==> src/rtl/spi_flash_pkg.sv <==
// spi_flash_pkg: opcodes, state encoding and command decode shared by the SPI flash responder
package spi_flash_pkg;
    localparam int BYTE_BITS = 8;
    localparam logic [BYTE_BITS-1:0] CMD_READ = 8'h03;
    localparam logic [BYTE_BITS-1:0] CMD_RDID = 8'h9F;
    localparam logic [BYTE_BITS-1:0] CMD_RDSR = 8'h05;
    typedef enum logic [2:0] {IDLE, CMD, ADDR, DATA, ID, STAT, IGNORE} state_t;
    function automatic state_t decode_cmd(input logic [BYTE_BITS-1:0] op);
        return (op == CMD_READ) ? ADDR : (op == CMD_RDID) ? ID : (op == CMD_RDSR) ? STAT : IGNORE;
    endfunction
endpackage

==> src/rtl/spi_sync_edge.sv <==
// spi_sync_edge: synchronizes sclk/ss/mosi into io_clock and flags sclk and ss edges
module spi_sync_edge #(
    parameter int SYNC_STAGES = 2
) (
    input  logic io_clock,
    input  logic io_reset,
    input  logic i_sclk,
    input  logic i_ss,
    input  logic i_mosi,
    output logic o_ss,
    output logic o_mosi,
    output logic o_sclk_rise,
    output logic o_sclk_fall,
    output logic o_ss_fall,
    output logic o_ss_rise
);
    logic [SYNC_STAGES-1:0] r_sclk, r_ss, r_mosi;
    logic r_sclk_d, r_ss_d;
    logic w_sclk;
    // ss resets high so a reset never looks like the start of a transfer
    always_ff @(posedge io_clock) begin
        if (io_reset) begin
            r_sclk   <= '0;
            r_ss     <= '1;
            r_mosi   <= '0;
            r_sclk_d <= 1'b0;
            r_ss_d   <= 1'b1;
        end else begin
            r_sclk   <= (r_sclk << 1) | SYNC_STAGES'(i_sclk);
            r_ss     <= (r_ss << 1) | SYNC_STAGES'(i_ss);
            r_mosi   <= (r_mosi << 1) | SYNC_STAGES'(i_mosi);
            r_sclk_d <= w_sclk;
            r_ss_d   <= o_ss;
        end
    end
    assign w_sclk      = r_sclk[SYNC_STAGES-1];
    assign o_ss        = r_ss[SYNC_STAGES-1];
    assign o_mosi      = r_mosi[SYNC_STAGES-1];
    assign o_sclk_rise = w_sclk & ~r_sclk_d;
    assign o_sclk_fall = ~w_sclk & r_sclk_d;
    assign o_ss_fall   = ~o_ss & r_ss_d;
    assign o_ss_rise   = o_ss & ~r_ss_d;
endmodule

==> src/rtl/spi_flash_responder.sv <==
// spi_flash_responder: mode-0 SPI target answering READ/RDID/RDSR, READ data fetched over a req/valid byte port
module spi_flash_responder
    import spi_flash_pkg::*;
#(
    parameter int              SYNC_STAGES  = 2,
    parameter int              ADDR_WIDTH   = 24,
    parameter logic [23:0]     JEDEC_ID     = 24'hEF4016,
    parameter logic [7:0]      STATUS_VALUE = 8'h00
) (
    input  logic                  io_clock,
    input  logic                  io_reset,
    input  logic                  io_spi_sclk,
    input  logic                  io_spi_ss,
    input  logic                  io_spi_mosi,
    output logic                  io_spi_miso,
    output logic                  io_spi_miso_oe,
    output logic                  io_mem_req,
    output logic [ADDR_WIDTH-1:0] io_mem_addr,
    input  logic                  io_mem_valid,
    input  logic [7:0]            io_mem_data,
    output logic                  io_busy,
    output logic                  io_underrun,
    input  logic                  io_clear_underrun
);
    localparam int CW = $clog2((ADDR_WIDTH > BYTE_BITS ? ADDR_WIDTH : BYTE_BITS) + 1);
    logic w_ss, w_mosi, w_rise, w_fall, w_ss_fall, w_ss_rise;
    state_t r_state, w_next;
    logic [ADDR_WIDTH-1:0] r_in, w_in_next, r_mem_addr;
    logic [CW-1:0] r_bit_cnt;
    logic [2:0] r_out_cnt;
    logic [1:0] r_id_idx;
    logic [7:0] r_shift, r_buf, w_id_byte, w_byte;
    logic r_miso, r_oe, r_req, r_out, r_buf_valid, r_underrun, r_busy;
    logic w_cmd_last, w_addr_last, w_out_state, w_byte_start, w_underrun_set;

    spi_sync_edge #(.SYNC_STAGES(SYNC_STAGES)) u_sync (
        .io_clock    (io_clock),
        .io_reset    (io_reset),
        .i_sclk      (io_spi_sclk),
        .i_ss        (io_spi_ss),
        .i_mosi      (io_spi_mosi),
        .o_ss        (w_ss),
        .o_mosi      (w_mosi),
        .o_sclk_rise (w_rise),
        .o_sclk_fall (w_fall),
        .o_ss_fall   (w_ss_fall),
        .o_ss_rise   (w_ss_rise)
    );

    assign w_in_next      = {r_in[ADDR_WIDTH-2:0], w_mosi};
    assign w_cmd_last     = (r_state == CMD) && w_rise && (r_bit_cnt == CW'(BYTE_BITS - 1));
    assign w_addr_last    = (r_state == ADDR) && w_rise && (r_bit_cnt == CW'(ADDR_WIDTH - 1));
    assign w_out_state    = (r_state == DATA) || (r_state == ID) || (r_state == STAT);
    assign w_byte_start   = w_out_state && w_fall && (r_out_cnt == 3'd0) && !w_ss;
    assign w_underrun_set = w_byte_start && (r_state == DATA) && !r_buf_valid;
    assign w_id_byte      = (r_id_idx == 2'd0) ? JEDEC_ID[23:16] : (r_id_idx == 2'd1) ? JEDEC_ID[15:8] : JEDEC_ID[7:0];
    assign w_byte         = (r_state == ID) ? w_id_byte : (r_state == STAT) ? STATUS_VALUE : (r_buf_valid ? r_buf : 8'h00);

    always_ff @(posedge io_clock) begin
        if (io_reset) r_state <= IDLE;
        else r_state <= w_next;
    end

    always_comb begin
        w_next = r_state;
        if (w_ss) w_next = IDLE;
        else if (r_state == IDLE && w_ss_fall) w_next = CMD;
        else if (w_cmd_last) w_next = decode_cmd(w_in_next[BYTE_BITS-1:0]);
        else if (w_addr_last) w_next = DATA;
    end

    always_ff @(posedge io_clock) begin
        if (io_reset) begin
            r_in        <= '0;
            r_mem_addr  <= '0;
            r_bit_cnt   <= '0;
            r_out_cnt   <= '0;
            r_id_idx    <= '0;
            r_shift     <= '0;
            r_buf       <= '0;
            r_miso      <= 1'b0;
            r_oe        <= 1'b0;
            r_req       <= 1'b0;
            r_out       <= 1'b0;
            r_buf_valid <= 1'b0;
        end else if (w_ss) begin
            // deselect aborts everything, including a fetch still in flight
            r_bit_cnt   <= '0;
            r_out_cnt   <= '0;
            r_miso      <= 1'b0;
            r_oe        <= 1'b0;
            r_req       <= 1'b0;
            r_out       <= 1'b0;
            r_buf_valid <= 1'b0;
        end else begin
            r_req <= 1'b0;
            if (r_state == IDLE && w_ss_fall) begin
                r_in      <= '0;
                r_bit_cnt <= '0;
                r_out_cnt <= '0;
                r_id_idx  <= '0;
                r_shift   <= '0;
            end
            if (w_rise && (r_state == CMD || r_state == ADDR)) begin
                r_in      <= w_in_next;
                r_bit_cnt <= (w_cmd_last || w_addr_last) ? '0 : r_bit_cnt + CW'(1);
            end
            if (w_addr_last) begin
                r_req      <= 1'b1;
                r_mem_addr <= w_in_next;
                r_out      <= 1'b1;
            end
            if (io_mem_valid && r_out) begin
                r_buf       <= io_mem_data;
                r_buf_valid <= 1'b1;
                r_out       <= 1'b0;
            end
            if (w_out_state && w_fall) begin
                r_out_cnt <= r_out_cnt + 3'd1;
                if (r_out_cnt == 3'd0) begin
                    r_miso  <= w_byte[7];
                    r_shift <= {w_byte[6:0], 1'b0};
                    r_oe    <= 1'b1;
                    r_id_idx <= (r_id_idx == 2'd2) ? 2'd0 : r_id_idx + 2'd1;
                    // consuming the buffer prefetches the next sequential byte
                    if (r_state == DATA && r_buf_valid) begin
                        r_buf_valid <= 1'b0;
                        r_req       <= 1'b1;
                        r_mem_addr  <= r_mem_addr + ADDR_WIDTH'(1);
                        r_out       <= 1'b1;
                    end
                end else begin
                    r_miso  <= r_shift[7];
                    r_shift <= {r_shift[6:0], 1'b0};
                end
            end
        end
    end

    // a set in the same cycle as a clear wins
    always_ff @(posedge io_clock) begin
        if (io_reset) begin
            r_underrun <= 1'b0;
            r_busy     <= 1'b0;
        end else begin
            r_underrun <= w_underrun_set || (r_underrun && !io_clear_underrun);
            r_busy     <= w_ss_fall ? 1'b1 : w_ss_rise ? 1'b0 : r_busy;
        end
    end

    assign io_spi_miso    = r_miso;
    assign io_spi_miso_oe = r_oe;
    assign io_mem_req     = r_req;
    assign io_mem_addr    = r_mem_addr;
    assign io_busy        = r_busy;
    assign io_underrun    = r_underrun;
endmodule

==> config.mk <==
export PLATFORM = sky130hd
export DESIGN_NAME = spi_flash_responder
export DESIGN_NICKNAME = d
export VERILOG_FILES = /design/src/rtl/spi_flash_pkg.sv /design/src/rtl/spi_sync_edge.sv /design/src/rtl/spi_flash_responder.sv
export SDC_FILE = /design/constraint.sdc
export NUM_CORES = 1
export LEC_CHECK = 0
export CAP_MARGIN = 10
export CELL_PAD_IN_SITES_DETAIL_PLACEMENT = 1
export CELL_PAD_IN_SITES_GLOBAL_PLACEMENT = 2
export CORE_ASPECT_RATIO = 0.8
export CORE_UTILIZATION = 37
export DETAILED_ROUTE_END_ITERATION = 7
export GPL_ROUTABILITY_DRIVEN = 0
export PLACE_DENSITY = 0.83
export SLEW_MARGIN = 25
export SYNTH_ARGS = -nofsm -noshare
export SYNTH_HDL_FRONTEND = slang
export SYNTH_SLANG_ARGS = --single-unit
export TNS_END_PERCENT = 30
==> constraint.sdc <==
create_clock -name io_clock -period 7.3 [get_ports io_clock]
set_input_delay 2.19 -clock io_clock [delete_from_list [all_inputs] [get_ports io_clock]]
set_output_delay 2.19 -clock io_clock [all_outputs]
set_load 0.005 [all_outputs]
# Word level (Yosys, flattened, before mapping)
# Cells that the tools add are included.
classes:
  shifts: 0
  bitwise_logic: 11
  mul: 0
  n_addsub: 4
  reduce_logical: 36
  mux: 45
  eq_ne: 12
  div_mod_pow: 0
  magnitude_cmp: 0
ops:
  columns: ["cell", "count"]
  rows:
  - ["two-way mux 24 bit", 4]
  - ["two-way mux 8 bit", 7]
  - ["two-way mux 23 bit", 2]
  - ["adder 24 x 1 -> 24 bit (second input constant)", 1]
  - ["two-way mux 1 bit", 17]
  - ["two-way mux 3 bit", 5]
  - ["two-way mux 5 bit", 3]
  - ["logical AND 1 bit", 14]
  - ["two-way mux 2 bit", 6]
  - ["== test 8 x 2 -> 1 bit (second input constant)", 1]
  - ["== test 8 x 3 -> 1 bit (second input constant)", 1]
  - ["== test 8 bit (second input constant)", 1]
  - ["AND reduction 2 bit", 4]
  - ["nonzero test 2 bit", 4]
  - ["two-way mux 7 bit", 1]
  - ["== test 3 x 2 -> 1 bit (second input constant)", 2]
  - ["== test 3 bit (second input constant)", 2]
  - ["zero test 3 bit", 2]
  - ["OR 2 x 1 -> 2 bit", 3]
  - ["adder 5 x 1 -> 5 bit (second input constant)", 1]
  - ["== test 5 x 3 -> 1 bit (second input constant)", 1]
  - ["== test 5 bit (second input constant)", 1]
  - ["logical OR 1 bit", 5]
  - ["AND 1 bit", 4]
  - ["other kinds (11)", 16]
word_totals:
  mem_bits_ro: 0
  output_inout_bits: 29
  word_cells: 129
  regBits: 91
  in_bits: 15
  n_memories: 0
  ramBits: 0
  latchBits: 0

# Depth between registers and ports, before layout
depth:
  depth_word: 9
  depth_mapped: 9
  depth_no_buf: 7

# By module
# Synthesis repeated with hierarchy kept, for this count alone.
hier_totals:
  hier_cells: 477
  hier_area_um2: 4147.7
modules_own_cells:
  columns: ["module", "area_per_inst_um2", "seq_area_each_um2", "cells_each", "n_inst"]
  rows:
  - ["spi_flash_responder", 3912.5, 1641.6, 457, 1]
  - ["spi_sync_edge", 235.2, 160.2, 20, 1]

# Worst setup path before layout
# Ideal clock, no wire load.
synth_timing:
  kind: "input to register"
  startpoint: "input io_reset"
  endpoint: "register r_mem_addr[9], in the netlist io_mem_addr[9]"
  setup_ns: 0.095
  path_stages: 5
  slack_ns: 3.700
  t_arrival_ns: 3.504
  required_ns: 7.205
  n_path_buf: 1
  path_cell_list: "buf_2 nor2_1 inv_2 or4_1 a221oi_1"
synth_lines:
  columns: ["item", "line_no", "text"]
  rows:
  - ["start, declared", "spi_flash_responder.sv:11", "input logic io_reset,"]
  - ["end signal, assigned", "spi_flash_responder.sv:110", "r_mem_addr <= w_in_next;"]
  - ["end signal, assigned", "spi_flash_responder.sv:129", "r_mem_addr <= r_mem_addr + ADDR_WIDTH'(1);"]
  - ["end, declared", "spi_flash_responder.sv:28", "logic [ADDR_WIDTH-1:0] r_in, w_in_next, r_mem_addr;"]

==> reports/results.tsv <==
stage	metric	value	unit
yosys	synth_mux_area_frac	0.007596	
sta	timing.fmax	250.1	MHz
sta	slew_violations	0	
min_path	holdCritPathClass	reg2reg	
die	start_util	0.3796	
sta	fin_crit	3.999	ns
worst_setup_path	worst_setup_path_end_kind	flip-flop	
grt	track_usage	0.2220	
worst_setup_path	critical_path_arrival	4.25	ns
cts	postCtsSetupBuffers	0	
outcome	status	complete, no violations	
place	place_hpwl	8.243	mm
sta	skew	0.006421	ns
cts	cts_tree	yes	
grt	grt_pass1_wl	19.91	mm
yosys	synth_compound_area_frac	0.2692	
cts	clk_pin_slew	0.06	ns
yosys	synth_cell_type_count	67	
yosys	synth_fa_ha_area_frac	0.01519	
worst_setup_path	critPathLaunchType	input pin	
place	port_buffers	43	
power_and_ir_drop	irDropWorstVdd	0.0001223	V
finish	final_nets	533	
cts	cts-hold-fix-buffers	0	
grt	grt_start_max_net_pins	56	
die	dieArea	11560	sq um
routing	route.detailed.drc	0	
yosys	seq_area_frac_synth	0.4376	
yosys	yosys_warnings	0	
finish	fin_util	0.4551	
sta	rsz0062_at_grt	false	
cts	cts.repair.resized	0	
cts	cts.sinks	90	
power_and_ir_drop	cellPowerDensity	199.7	nW/um^2
cts	cts-root-buf	clkbuf_16	
sta	setup_viol	0	
yosys	synthSimpleGateAreaFrac	0.2203	
cts	cts_max_level	3	
worst_setup_path	critical_path_class	in2reg	
die	io_pins	44	
yosys	syn_nets	503	
sta	hold_viol	0	
yosys	synth-main-ff-cell	dfxtp_1	
yosys	synth_top_area_frac	0.4376	
routing	ant_nets	0	
finish	ff_latch_area	1802	sq um
yosys	synthCells	483	
yosys	synth_top_family_by_area	compound AO/OA/AOI/OAI gates	
die	rows	34	
yosys	avgSynthCellArea	8.525	sq um
die	die_y	96.36	um
worst_setup_path	critPathMaxFanout	55	
routing	wl	12.34	mm
yosys	yosysTopAreaCell	dfxtp_1	
worst_setup_path	required	7.55	ns
finish	area_delta_synth_final	19.90	%
routing	via_count	3892	
routing	drt_iter0_markers	244	
sta	slew_headroom	0.4163	
cts	insertion_delay	0.34	ns
routing	dr.pass1.iters	4	
yosys	synth_edf_count	0	
grt	antenna_found_initial	0	
die	coreArea	10850	sq um
yosys	synth_area_leaders	dfxtp_1, a21oi_1, nor2_1	
grt	grt_pass1_vias	3823	
sta	setup_tns	0	ns
finish	multiInputGateArea	2145	sq um
yosys	synthArstFlopShare	0	
finish	drive_above_1_share	0.05598	
power_and_ir_drop	power_leakage	1.618	nW
yosys	synth-seq-cells	90	
finish	n_antenna_cell	0	
routing	wl_per_cell	18.65	um
run	maxCapViolations	0	
die	die_w	119.9	um
sta	fin_crit_sh	0.5478	
finish	n_fill_cell	1270	
yosys	synth_xor_area_frac	0.008508	
yosys	syn_area	4118	sq um
cts	cts_buffers	9	
grt	gr-total-overflow	0	
routing	vias_per_cell	5.879	
cts	cts_buffer_depth	2	
sta	worst_pin_slew	0.8736	ns
critical path, cell delays in order:
cell and delay (ns):
buf_2 0.10, buf_4 0.30, nor2_1 0.48, inv_2 0.30, or4_1 0.58, a221oi_1 0.26
sequential cells by signal, summed over array words and instances (netlist names), 2 cells and up:
signal,count
io_mem_addr,24
r_bit_cnt,5
r_buf,8
r_id_idx,2
r_in,23
r_out_cnt,3
r_shift,7
r_state,3
u_sync.r_mosi,2
u_sync.r_sclk,2
u_sync.r_ss,2
cell usage after synthesis, drive strengths merged, types with 3 or more instances:
cell,instances
dfxtp,90
nor2,47
nand2,46
a21oi,44
o21ai,25
clkbuf,24
a22o,14
a22oi,14
inv,13
nand3,12
a211oi,9
nor2b,9
and3,8
nor3,8
a32oi,7
o22ai,7
a31oi,6
buf,6
o32ai,6
or3,6
ha,5
nand2b,5
nand4,5
or4,5
nand3b,4
a21o,3
a2bb2oi,3
a32o,3
and4,3
nor3b,3
o32a,3
or2,3
xor2,3
per-stage QoR:
step | cells | hold WS [ns] | instance area [sq um] | power [mW] | setup slack (ns)
after floorplan | 483 | 0.3895 | 4118 | 0.5223 | 3.700
after global placement | 646 | 0.3923 | 4649 | 0.5384 | 2.999
after detailed placement | 646 | 0.3969 | 4649 | 0.5389 | 2.937
after CTS | 662 | 0.4118 | 4937 | 0.9993 | 3.298
after global routing | 662 | 0.4364 | 4937 | 1.020 | 3.015
final | 662 | 0.4083 | 4937 | 0.9860 | 3.301
cell usage in the layout (no fill, tap or decap), drive strengths merged, types with 11 or more instances in the layout:
cell type      synthesis  routed
a21oi                 44      44
a22o                  14      14
a22oi                 14      14
clkbuf                24      11
clkdlybuf4s50          0      42
dfxtp                 90      90
inv                   13      13
nand2                 46      46
nand3                 12      12
nor2                  47      47
o21ai                 25      25
layout make-up:
cell class,count,area share
Clock inverter,5,0.01115
Clock buffer,11,0.04714
Multi-Input combinational cell,349,0.4344
Tap cell,144,0.03649
Timing Repair Buffer,49,0.09529
Inverter,14,0.01064
Sequential cell,90,0.3649
final timing paths:
check / slack, ns / end / cells after the start / start
setup / recovery: 3.30 / io_mem_addr[9] / 6 / io_reset
hold / removal: 0.41 / u_sync.r_ss[1] / 1 / u_sync.r_ss[0]
setup reg to reg: 4.73 / io_mem_addr[23] / 5 / r_buf_valid
hold reg to reg: 0.41 / u_sync.r_ss[1] / 1 / u_sync.r_ss[0]
where the power goes:
part | switching [mW] | leakage (nW) | total (mW) | internal [mW]
clock network | 0.194 | 0.136 | 0.458 | 0.264
registers | 0.00172 | 0.726 | 0.495 | 0.494
logic | 0.0189 | 0.756 | 0.0322 | 0.0133
total | 0.215 | 1.62 | 0.986 | 0.771
kinds of logic (layout without fill, tap and decap cells):
group | count (synthesis) | after routing
mux | 3 | 3
buf+inv | 44 | 79
compound gates | 163 | 163
simple gates | 174 | 174
fa+ha+maj | 5 | 5
xor+xnor | 4 | 4
flops | 90 | 90
metal layers:
metal,wire [um],GRT usage,part of all wire,up-vias
li1,-,-,-,1870
met1,6235,0.3087,0.51,1908
met2,5399,0.3434,0.44,104
met3,589,0.04325,0.048,10
met4,119,0.07292,0.0096,0
met5,0,0,0,-
(Power assumes the default switching activity.)
